$ cat config.mk
export PLATFORM = sky130hd
export DESIGN_NAME = switch_debouncer_flat
export DESIGN_NICKNAME = d
export VERILOG_FILES = /design/src/rtl/switch_debouncer_if.sv /design/src/rtl/switch_debouncer.sv /design/src/flat_wrapper.sv
export SDC_FILE = /design/constraint.sdc
export NUM_CORES = 1
export LEC_CHECK = 0
export BUFFER_PORTS_ARGS = -buffer_cell sky130_fd_sc_hd__buf_2
export CAP_MARGIN = 20
export CORE_MARGIN = 5
export CORE_UTILIZATION = 61
export DETAILED_ROUTE_END_ITERATION = 6
export GPL_ROUTABILITY_DRIVEN = 0
export PLACE_DENSITY = 0.86
export SYNTH_ARGS = -nofsm -noshare
export SYNTH_HDL_FRONTEND = slang
export SYNTH_SLANG_ARGS = --single-unit
$ cat constraint.sdc
create_clock -name i_clk -period 2.2 [get_ports i_clk]
set_input_delay 0.44 -clock i_clk [delete_from_list [all_inputs] [get_ports i_clk]]
set_output_delay 0.44 -clock i_clk [all_outputs]
set_load 0.02 [all_outputs]
$ cat src/rtl/switch_debouncer_if.sv
// Bundles the raw switch inputs, change-clear/IRQ-enable controls and debounced outputs.
// The debouncer connects through the slave modport, and bus logic through the master modport.
interface switch_debouncer_if #(
    parameter int unsigned WIDTH = 8
);
    logic [WIDTH-1:0] sw_raw;
    logic [WIDTH-1:0] clr_chg;
    logic             irq_en;
    logic [WIDTH-1:0] switch;
    logic [WIDTH-1:0] sw_chg_pulse;
    logic [WIDTH-1:0] chg_mask;
    logic             irq;

    modport master (
        output sw_raw,
        output clr_chg,
        output irq_en,
        input  switch,
        input  sw_chg_pulse,
        input  chg_mask,
        input  irq
    );

    modport slave (
        input  sw_raw,
        input  clr_chg,
        input  irq_en,
        output switch,
        output sw_chg_pulse,
        output chg_mask,
        output irq
    );
endinterface

$ cat src/rtl/switch_debouncer.sv
// Per-bit 2-FF synchroniser followed by a settle FSM and counter. A bit's new level must hold
// for DEBOUNCE_CYCLES before it is committed. Each commit strobes sw_chg_pulse and sets chg_mask.
module switch_debouncer #(
    parameter int unsigned WIDTH           = 8,
    parameter int unsigned DEBOUNCE_CYCLES = 500000,
    parameter int unsigned CNT_W           = 20
) (
    input logic               i_clk,
    input logic               i_reset,
    switch_debouncer_if.slave bus
);

    typedef enum logic {
        StStable,
        StSettling
    } state_e;

    localparam logic [CNT_W-1:0] CntMax = CNT_W'(DEBOUNCE_CYCLES - 1);

    logic [WIDTH-1:0] r_s1;
    logic [WIDTH-1:0] r_s;
    logic [WIDTH-1:0] r_switch;
    logic [WIDTH-1:0] r_pulse;
    logic [WIDTH-1:0] r_chg_mask;
    state_e           r_state   [WIDTH];
    logic [CNT_W-1:0] r_cnt     [WIDTH];

    state_e           w_state_d [WIDTH];
    logic [CNT_W-1:0] w_cnt_d   [WIDTH];
    logic [WIDTH-1:0] w_commit;

    always_comb begin
        w_commit = '0;
        for (int i = 0; i < WIDTH; i++) begin
            w_state_d[i] = r_state[i];
            w_cnt_d[i]   = r_cnt[i];
            unique case (r_state[i])
                StStable: begin
                    w_cnt_d[i] = '0;
                    if (r_s[i] != r_switch[i]) begin
                        w_state_d[i] = StSettling;
                    end
                end
                StSettling: begin
                    if (r_s[i] == r_switch[i]) begin
                        // Bounced back to the old level: drop the settle without a commit.
                        w_state_d[i] = StStable;
                        w_cnt_d[i]   = '0;
                    end else if (r_cnt[i] == CntMax) begin
                        w_commit[i]  = 1'b1;
                        w_state_d[i] = StStable;
                        w_cnt_d[i]   = '0;
                    end else begin
                        w_cnt_d[i] = r_cnt[i] + CNT_W'(1);
                    end
                end
                default: begin
                    w_state_d[i] = StStable;
                    w_cnt_d[i]   = '0;
                end
            endcase
        end
    end

    always_ff @(posedge i_clk) begin
        if (i_reset) begin
            r_s1       <= '0;
            r_s        <= '0;
            r_switch   <= '0;
            r_pulse    <= '0;
            r_chg_mask <= '0;
            for (int i = 0; i < WIDTH; i++) begin
                r_state[i] <= StStable;
                r_cnt[i]   <= '0;
            end
        end else begin
            r_s1       <= bus.sw_raw;
            r_s        <= r_s1;
            r_switch   <= (r_switch & ~w_commit) | (r_s & w_commit);
            r_pulse    <= w_commit;
            // A commit in the same cycle as a clear keeps the mask bit set.
            r_chg_mask <= (r_chg_mask & ~bus.clr_chg) | w_commit;
            for (int i = 0; i < WIDTH; i++) begin
                r_state[i] <= w_state_d[i];
                r_cnt[i]   <= w_cnt_d[i];
            end
        end
    end

    assign bus.switch       = r_switch;
    assign bus.sw_chg_pulse = r_pulse;
    assign bus.chg_mask     = r_chg_mask;
    assign bus.irq          = bus.irq_en & (|r_chg_mask);

endmodule
$ cat src/flat_wrapper.sv
// flat-port wrapper written by rule: the top's interface ports become plain ports
module switch_debouncer_flat 
#(
    parameter int unsigned WIDTH           = 8,
    parameter int unsigned DEBOUNCE_CYCLES = 500000,
    parameter int unsigned CNT_W           = 20
)
  (i_clk, i_reset, bus_sw_raw, bus_clr_chg, bus_irq_en, bus_switch, bus_sw_chg_pulse, bus_chg_mask, bus_irq);
  switch_debouncer_if #(.WIDTH(WIDTH)) bus_i ();
  input logic i_clk;
  input logic i_reset;
  input wire logic [$bits(bus_i.sw_raw)-1:0] bus_sw_raw;
  input wire logic [$bits(bus_i.clr_chg)-1:0] bus_clr_chg;
  input wire logic [$bits(bus_i.irq_en)-1:0] bus_irq_en;
  output wire logic [$bits(bus_i.switch)-1:0] bus_switch;
  output wire logic [$bits(bus_i.sw_chg_pulse)-1:0] bus_sw_chg_pulse;
  output wire logic [$bits(bus_i.chg_mask)-1:0] bus_chg_mask;
  output wire logic [$bits(bus_i.irq)-1:0] bus_irq;
  assign bus_i.sw_raw = bus_sw_raw;
  assign bus_i.clr_chg = bus_clr_chg;
  assign bus_i.irq_en = bus_irq_en;
  assign bus_switch = bus_i.switch;
  assign bus_sw_chg_pulse = bus_i.sw_chg_pulse;
  assign bus_chg_mask = bus_i.chg_mask;
  assign bus_irq = bus_i.irq;
  switch_debouncer #(.WIDTH(WIDTH), .DEBOUNCE_CYCLES(DEBOUNCE_CYCLES), .CNT_W(CNT_W)) u_core (.i_clk(i_clk), .i_reset(i_reset), .bus(bus_i));
endmodule
* After elaboration in Yosys (flattened, before gate mapping) *
Memory sizes are Yosys's and may differ from the RTL's.
Cells that the tools add are included.

word-level totals
  register bits = 40
  bits of input ports = 19
  memories = 2
  output and inout bits = 25
  memory bits (writable) = 168

memory list
  name            words  width  rd ports  clocked after Yosys merged registers in  wr ports  line                    source
  u_core.r_cnt    8      20     8         0                                        8         switch_debouncer.sv:26  logic [CNT_W-1:0] r_cnt [WIDTH];
  u_core.r_state  8      1      8         0                                        8         switch_debouncer.sv:25  state_e r_state [WIDTH];

cells by class
  add/subtract/negate cells = 8
  equal/unequal tests = 24
  bitwise logic cells = 32
  multiplexer cells = 99
  reduce and logical (&&, ||, !) cells = 1

operator list
  cell                                                                      number
  20-bit two-way mux                                                        24
  20-bit one-hot mux with 2 select lines                                    8
  20-bit by 1-bit adder with 20-bit output (second input constant)          8
  20-bit by 19-bit equality test with 1-bit output (second input constant)  8
  1-bit two-way mux                                                         59
  8-bit AND                                                                 3
  8-bit inverter                                                            2
  1-bit bitwise OR                                                          16
  8-bit bitwise OR                                                          2
  1-bit one-hot mux with 2 select lines                                     8
  1-bit equality test                                                       8
  1-bit != test                                                             8
  1-bit inverter                                                            8
  8-bit OR reduction                                                        1
  1-bit AND                                                                 1

* Depth between registers and ports, before layout *
Gate-level depths: netlist of run 1.

  depth after elaboration = 7
  gate-level depth with buffers = 7
  gate-level depth less buffers = 5

* Worst setup path before layout of run 1 *
Ideal clock, no wire load.

  path type = reg2reg
  start point = memory u_core.r_cnt[2][0]
  end point = memory u_core.r_cnt[2][10]
  stages on the path, launching flop included = 8
  required time = 2072 ps
  path slack = 280 ps
  data arrival time = 1793 ps
  setup time = 128 ps
  buffers on the path = 2
  cells stage by stage = dfxtp_1 ha_1 clkbuf_1 nand4bb_1 nor3_1 a21o_1 clkbuf_1 nor2_1

RTL lines
  element             line
  start: declaration  switch_debouncer.sv:26

* Final worst setup path of run 1 *
  start point = register u_core.r_chg_mask[6] (netlist: u_core.bus.chg_mask[6])
  end point = output port bus_irq

between the ends
  word-level cells in the longest chain between the ends = 2

ends and longest elaborated chain
  element                   line                    source
  start: declaration        switch_debouncer.sv:24  logic [WIDTH-1:0] r_chg_mask;
  start signal: assignment  switch_debouncer.sv:82  r_chg_mask <= (r_chg_mask & ~bus.clr_chg) | w_commit;
  8-bit OR reduction        switch_debouncer.sv:93  assign bus.irq = bus.irq_en & (|r_chg_mask);
  1-bit AND                 switch_debouncer.sv:93
  end: declaration          flat_wrapper.sv:18      output wire logic [$bits(bus_i.irq)-1:0] bus_irq;

No other way between the ends.

==> results of run 1 <==
[where the power goes]
part	internal, mW	leakage, nW	switching [mW]
sequential	3.78	1.68	0.00989
clock	2.52	0.388	1.43
combinational	0.0372	1.25	0.0347
[worst paths after layout]
check,startpoint,end,slack (ps),cells past startpoint
worst max register to register,u_core.r_cnt[7][0],u_core.r_cnt[7][18],220,5
worst max-delay path,u_core.bus.chg_mask[6],bus_irq,80,3
worst min register to register,u_core.r_s1[7],u_core.r_s[7],430,1
worst min-delay path,bus_sw_raw[3],u_core.r_s1[3],160,2
[worst max-delay path, stage by stage, from the launching register on]
cell and delay (ps):
dfxtp_1 380, nor4_2 390, a21boi_0 220, buf_2 210
[cell type report]
class | count | area share
Clock buffer | 33 | 0.0642
Timing Repair Buffer | 62 | 0.0352
Tap cell | 184 | 0.0226
Multi-Input combinational cell | 740 | 0.446
Inverter | 25 | 0.00923
Clock inverter | 7 | 0.0133
Sequential cell | 208 | 0.409
[layer usage]
| metal | part of all wire | routed length [microns] | GRT usage | up-vias |
|---|---|---|---|---|
| li1 | - | - | - | 3718 |
| met1 | 0.45 | 8170 | 0.277 | 3485 |
| met2 | 0.48 | 8750 | 0.359 | 149 |
| met3 | 0.041 | 745 | 0.0350 | 34 |
| met4 | 0.025 | 459 | 0.0690 | 0 |
| met5 | 0 | 0 | 0 | - |
[sequential cells by signal, indices dropped and copies added, names as in the netlist, named ones only]
signal / flops
u_core.r_s: 8
u_core.bus.sw_chg_pulse: 8
u_core.r_s1: 8
u_core.r_cnt: 160
u_core.r_state: 8
u_core.bus.chg_mask: 8
[logic make-up (layout without fill, tap and decap cells)]
kind of cell / Yosys count / count (layout)
muxes: 3 / 3
and+or+nand+nor: 498 / 498
xor gates and xnor gates: 102 / 102
DFF: 208 / 208
AOI/OAI and AO/OA: 129 / 129
adders and majority gates: 8 / 8
buffers and inverters: 58 / 127
[per-stage QoR]
step	setup slack, ps	std cells	hold WS [ps]	utilization	power (mW)
floorplan	280	1006	412	-	3.91
finish	77.4	1259	160	0.705	7.82
global route	45.3	1259	156	0.705	8.08
CTS	85.7	1259	144	0.705	7.90
global placement	262	1219	421	0.650	3.95
detailed placement	236	1219	426	0.650	3.95
[what timing repair did]
action	4_1_cts	5_1_grt
hold endpoints to repair	0	0
endpoints found under the setup margin	1	0
gates resized for setup	1	0
[placed cells by master (no fill, tap or decap), drive strengths merged, types with 8 or more instances in the layout]
cell type and n:
and2 8, and3 14, nor4 19, a21oi 57, nand3 52, nor3 21
or4 33, and4 16, o21ai 31, a21o 8, nand2 52, or3 30
inv 25, ha 8, o31ai 22, nand3b 8, nor2b 19, clkbuf 33
nand4 63, buf 62, xnor2 43, nand2b 14, xor2 59, dfxtp 208
nor2 133
==> results.yml, run 1 <==
drt:
  routed_wl_microns: 18100
  initialDrtViolationCount: 348
  wl_per_cell_microns: 14.4
  vias_per_cell: 5.87
  drtPass1Iterations: 5
  drc_errors: 0
  vias: 7386
  ant_nets: 0
critical_path:
  cp.required_ps: 1760
  worstSetupPathType: "reg2out"
  critPathArrivalTime_ps: 1680
  cp_max_fo: 3
  endpoint_kind: "primary output"
  crit_path_start_kind: "flop"
logic_synthesis:
  synth_most_common_cell: "dfxtp_1"
  ys_types: 47
  synth_area_per_cell_sq_um: 8.88
  netlist_area_sq_um: 8930
  ys_ff_latch: 208
  synth_commonest_cells: "208 x dfxtp_1, 133 x nor2_1, 62 x nand4_1"
  synth_edf_count: 0
  synth_largest_area_cell: "dfxtp_1"
  netlist_instances: 1006
  synthTopCellsByArea: "dfxtp_1 47%, xor2_1 5.8%, nor2_1 5.6%"
  seq_area_frac_synth: 0.466
  synthSimpleGateAreaFrac: 0.307
  ys_warn_count: 0
  synthAdderAreaFrac: 0.0112
  synthArstFlopShare: 0
  synth_top_family_by_area: "simple AND/OR/NAND/NOR gates"
  yosys.area_share.xor_xnor: 0.100
  synth-compound-area-share: 0.0853
  synth.mux.area_fraction: 0.00336
  synth_top_area_share: 0.466
  ys.flop_type: "dfxtp_1"
  syn_nets: 1033
clocking:
  ctsLongestPathBuffers: 3
  clkSinkCount: 208
  clk_pin_slew_ps: 60
  cts_tree: "built"
  worstSkewPairLatency_ps: 490
  cts_buffers: 22
  clock-root-buffer: "clkbuf_16"
  htree_levels: 1
  ctsHoldBuffers: 0
  post_cts_buffers: 0
floorplan:
  rows: 44
  core_sq_um: 14400
  die-area_sq_um: 17200
  ios: 44
  die_h_microns: 131
  start_util: 0.619
  die_w_microns: 131
cells_and_area:
  fin_area_sq_um: 10200
  diodes: 0
  drive_above_1_share: 0.104
  fillers: 1149
  multi_input_area_sq_um: 4540
  seq_area_sq_um: 4160
  area_delta_synth_final_pct: 13.9
  nNetsFinal: 1086
global_route:
  grt_max_degree: 21
  antenna_found_initial: 0
  grt_overflow: 0
  grt_pass1_wl_microns: 30800
  global_route.usage.total: 0.212
  grt_pass1_vias: 6877
sta:
  skew_ps: 6.19
  fin_tns_setup_ps: 0
  hold_viol: 0
  relSlewSlack: 0.583
  finalCritPeriodShare: 0.965
  fmax_mhz: 471
  drv_slew: 0
  setup_viol: 0
  final.min_clock_period_ps: 2120
  rsz0062_at_grt: "no"
  tightest_slew_ps: 625
place:
  dpl.hpwl_microns: 12400
  place.port_buffers: 43
  place_area_sq_um: 9380
power:
  p_leak_nw: 3.31
  peakVddDrop_mv: 0.615
  powerDensity_nw_per_um2: 768
status:
  outcome: "complete, no violations"
hold_path:
  hold_path_class: "in2reg"
run:
  maxCapViolCount: 0
Note: power is estimated with default switching activity, not from simulation.
==> inputs of run 2 (changes only) <==
- BUFFER_PORTS_ARGS: -buffer_cell sky130_fd_sc_hd__buf_2 -> default
- CORE_UTILIZATION: 61 -> 63
- DONT_BUFFER_PORTS: default -> 1
- MAX_ROUTING_LAYER: default -> met4
==> results.yml, run 2 (synthesized netlist as in run 1, its figures left out) <==
status:
  outcome: "complete, no violations"
cells_and_area:
  diodes: 0
  largest_register_ffs: 160
  drive_above_1_share: 0.0603
  nNetsFinal: 1044
  fin_cells: 1209
  final_common_cell: "dfxtp_1"
  fin_area_sq_um: 9820
  final_core_util: 0.708
  layout_common_cells: "208 x dfxtp_1, 133 x nor2_1, 62 x nand4_1"
  top_register: "u_core.r_cnt"
  area_delta_synth_final_pct: 9.96
critical_path:
  cp_max_fo: 3
  regToRegEndpoint: "u_core.r_cnt[3][9]"
  reg2reg_depth: 4
  endpoint_kind: "primary output"
  rr_startpoint: "u_core.r_cnt[3][14]"
  reg2reg_setup_slack_ps: 210
  critPathArrivalTime_ps: 1670
  cp.required_ps: 1760
  worstSetupPathType: "reg2out"
  crit_path_start_kind: "flop"
drt:
  vias: 7171
  drtPass1Iterations: 5
  drc_errors: 0
  routed_wl_microns: 17600
  vias_per_cell: 5.93
  wl_per_cell_microns: 14.5
  ant_nets: 0
  initialDrtViolationCount: 440
hold_path:
  hold_path_class: "in2reg"
  worstHoldStart: "i_reset"
  worstHoldPathCells: 1
global_route:
  antenna_found_initial: 0
  grt_max_degree: 52
  global_route.usage.total: 0.219
  grt_pass1_wl_microns: 30200
  grt_pass1_vias: 6659
  grt_overflow: 0
floorplan:
  die-area_sq_um: 16700
  die_h_microns: 129
  rows: 43
  start_util: 0.644
  die_w_microns: 129
  ios: 44
  core_sq_um: 13900
sta:
  fmax_mhz: 474
  hold_viol: 0
  finalCritPeriodShare: 0.958
  finalHoldWorstSlack_ps: 21.0
  relSlewSlack: 0.634
  rsz0062_at_grt: "no"
  tightest_slew_ps: 544
  final.min_clock_period_ps: 2110
  drv_slew: 0
  setup_viol: 0
  fin_tns_setup_ps: 0
  skew_ps: 8.63
power:
  internal_power_mw: 5.81
  pwr-share-clk: 0.469
  switching_share: 0.195
  p_comb_frac: 0.005
  powerDensity_nw_per_um2: 735
  p_leak_nw: 3.04
  power_switching_mw: 1.41
  peakVddDrop_mv: 0.685
  p_seq_frac: 0.526
clocking:
  clk_pin_slew_ps: 60
  clkSinkCount: 208
  cts_tree: "built"
  worstSkewPairLatency_ps: 490
  post_cts_buffers: 0
  cts_buffers: 22
  ctsLongestPathBuffers: 3
  clock-root-buffer: "clkbuf_16"
  htree_levels: 1
place:
  dpl.hpwl_microns: 11900
  place_inst: 1172
  place.port_buffers: 0
  place_area_sq_um: 9160
run:
  maxCapViolCount: 0
==> run 2: cell count changes in the layout (fill, tap and decap cells not counted), sizes merged <==
cell         before  now
dlygate4sd3       0    1
buf              62   19
clkinv            3    2
clkbuf           33   34
bufinv            4    0
==> run 2: final cells by class <==
class                           count  area [sq um]
Inverter                           25          93.8
Multi-Input combinational cell    740          4530
Clock inverter                      2          10.0
Clock buffer                       34           647
Tap cell                          180           225
Fill cell                        1080          4060
Sequential cell                   208          4160
Timing Repair Buffer               20           153
==> run 2: power by group through the flow <==
stage / combinational (mW) / clock (mW) / sequential [mW]
finish: 0.0380 / 3.38 / 3.80
global route: 0.0419 / 3.62 / 3.80
CTS: 0.0366 / 3.46 / 3.79
detailed placement: 0.0363 / 0 / 3.88
global placement: 0.0352 / 0 / 3.88
floorplan: 0.0397 / 0 / 3.87
==> run 2: per-stage QoR <==
| step | power, mW | worst slack (ps) |
|---|---|---|
| after detailed placement | 3.91 | 209 |
| after global routing | 7.45 | 13.3 |
| after floorplan | 3.91 | 280 |
| final | 7.22 | 91.5 |
| after CTS | 7.29 | 46.3 |
| after global placement | 3.91 | 255 |
==> run 2: per-layer routing <==
metal / vias up / track usage / part of all wire
li1: 3636 / - / -
met1: 3346 / 0.280 / 0.46
met2: 163 / 0.360 / 0.47
met3: 26 / 0.0363 / 0.052
met4: 0 / 0.0611 / 0.020
met5: - / - / 0
==> run 2: worst max-delay path by stage <==
stage / startpoint / endpoint / slack, ps / cells past startpoint
after detailed placement: u_core.r_cnt[3][14] / u_core.r_cnt[3][5] / 210 / 4
after floorplan: u_core.r_cnt[2][0] / u_core.r_cnt[2][10] / 280 / 7
after global routing: u_core.bus.chg_mask[2] / bus_irq / 10 / 2
after CTS: u_core.bus.chg_mask[2] / bus_irq / 50 / 2
final: u_core.bus.chg_mask[2] / bus_irq / 90 / 2
after global placement: u_core.r_cnt[3][14] / u_core.r_cnt[3][10] / 260 / 4
==> run 2: worst max-delay path, cell delays in order, from the launching register on <==
cell	delay, ps
dfxtp_1	420
nor4_1	490
a21boi_1	270
==> run 2: what timing repair did <==
action / 4_1_cts / 5_1_grt
gates resized for setup: 1 / 0
setup endpoints to repair: 1 / 0
hold buffers: 0 / 1
hold endpoints to repair: 0 / 1
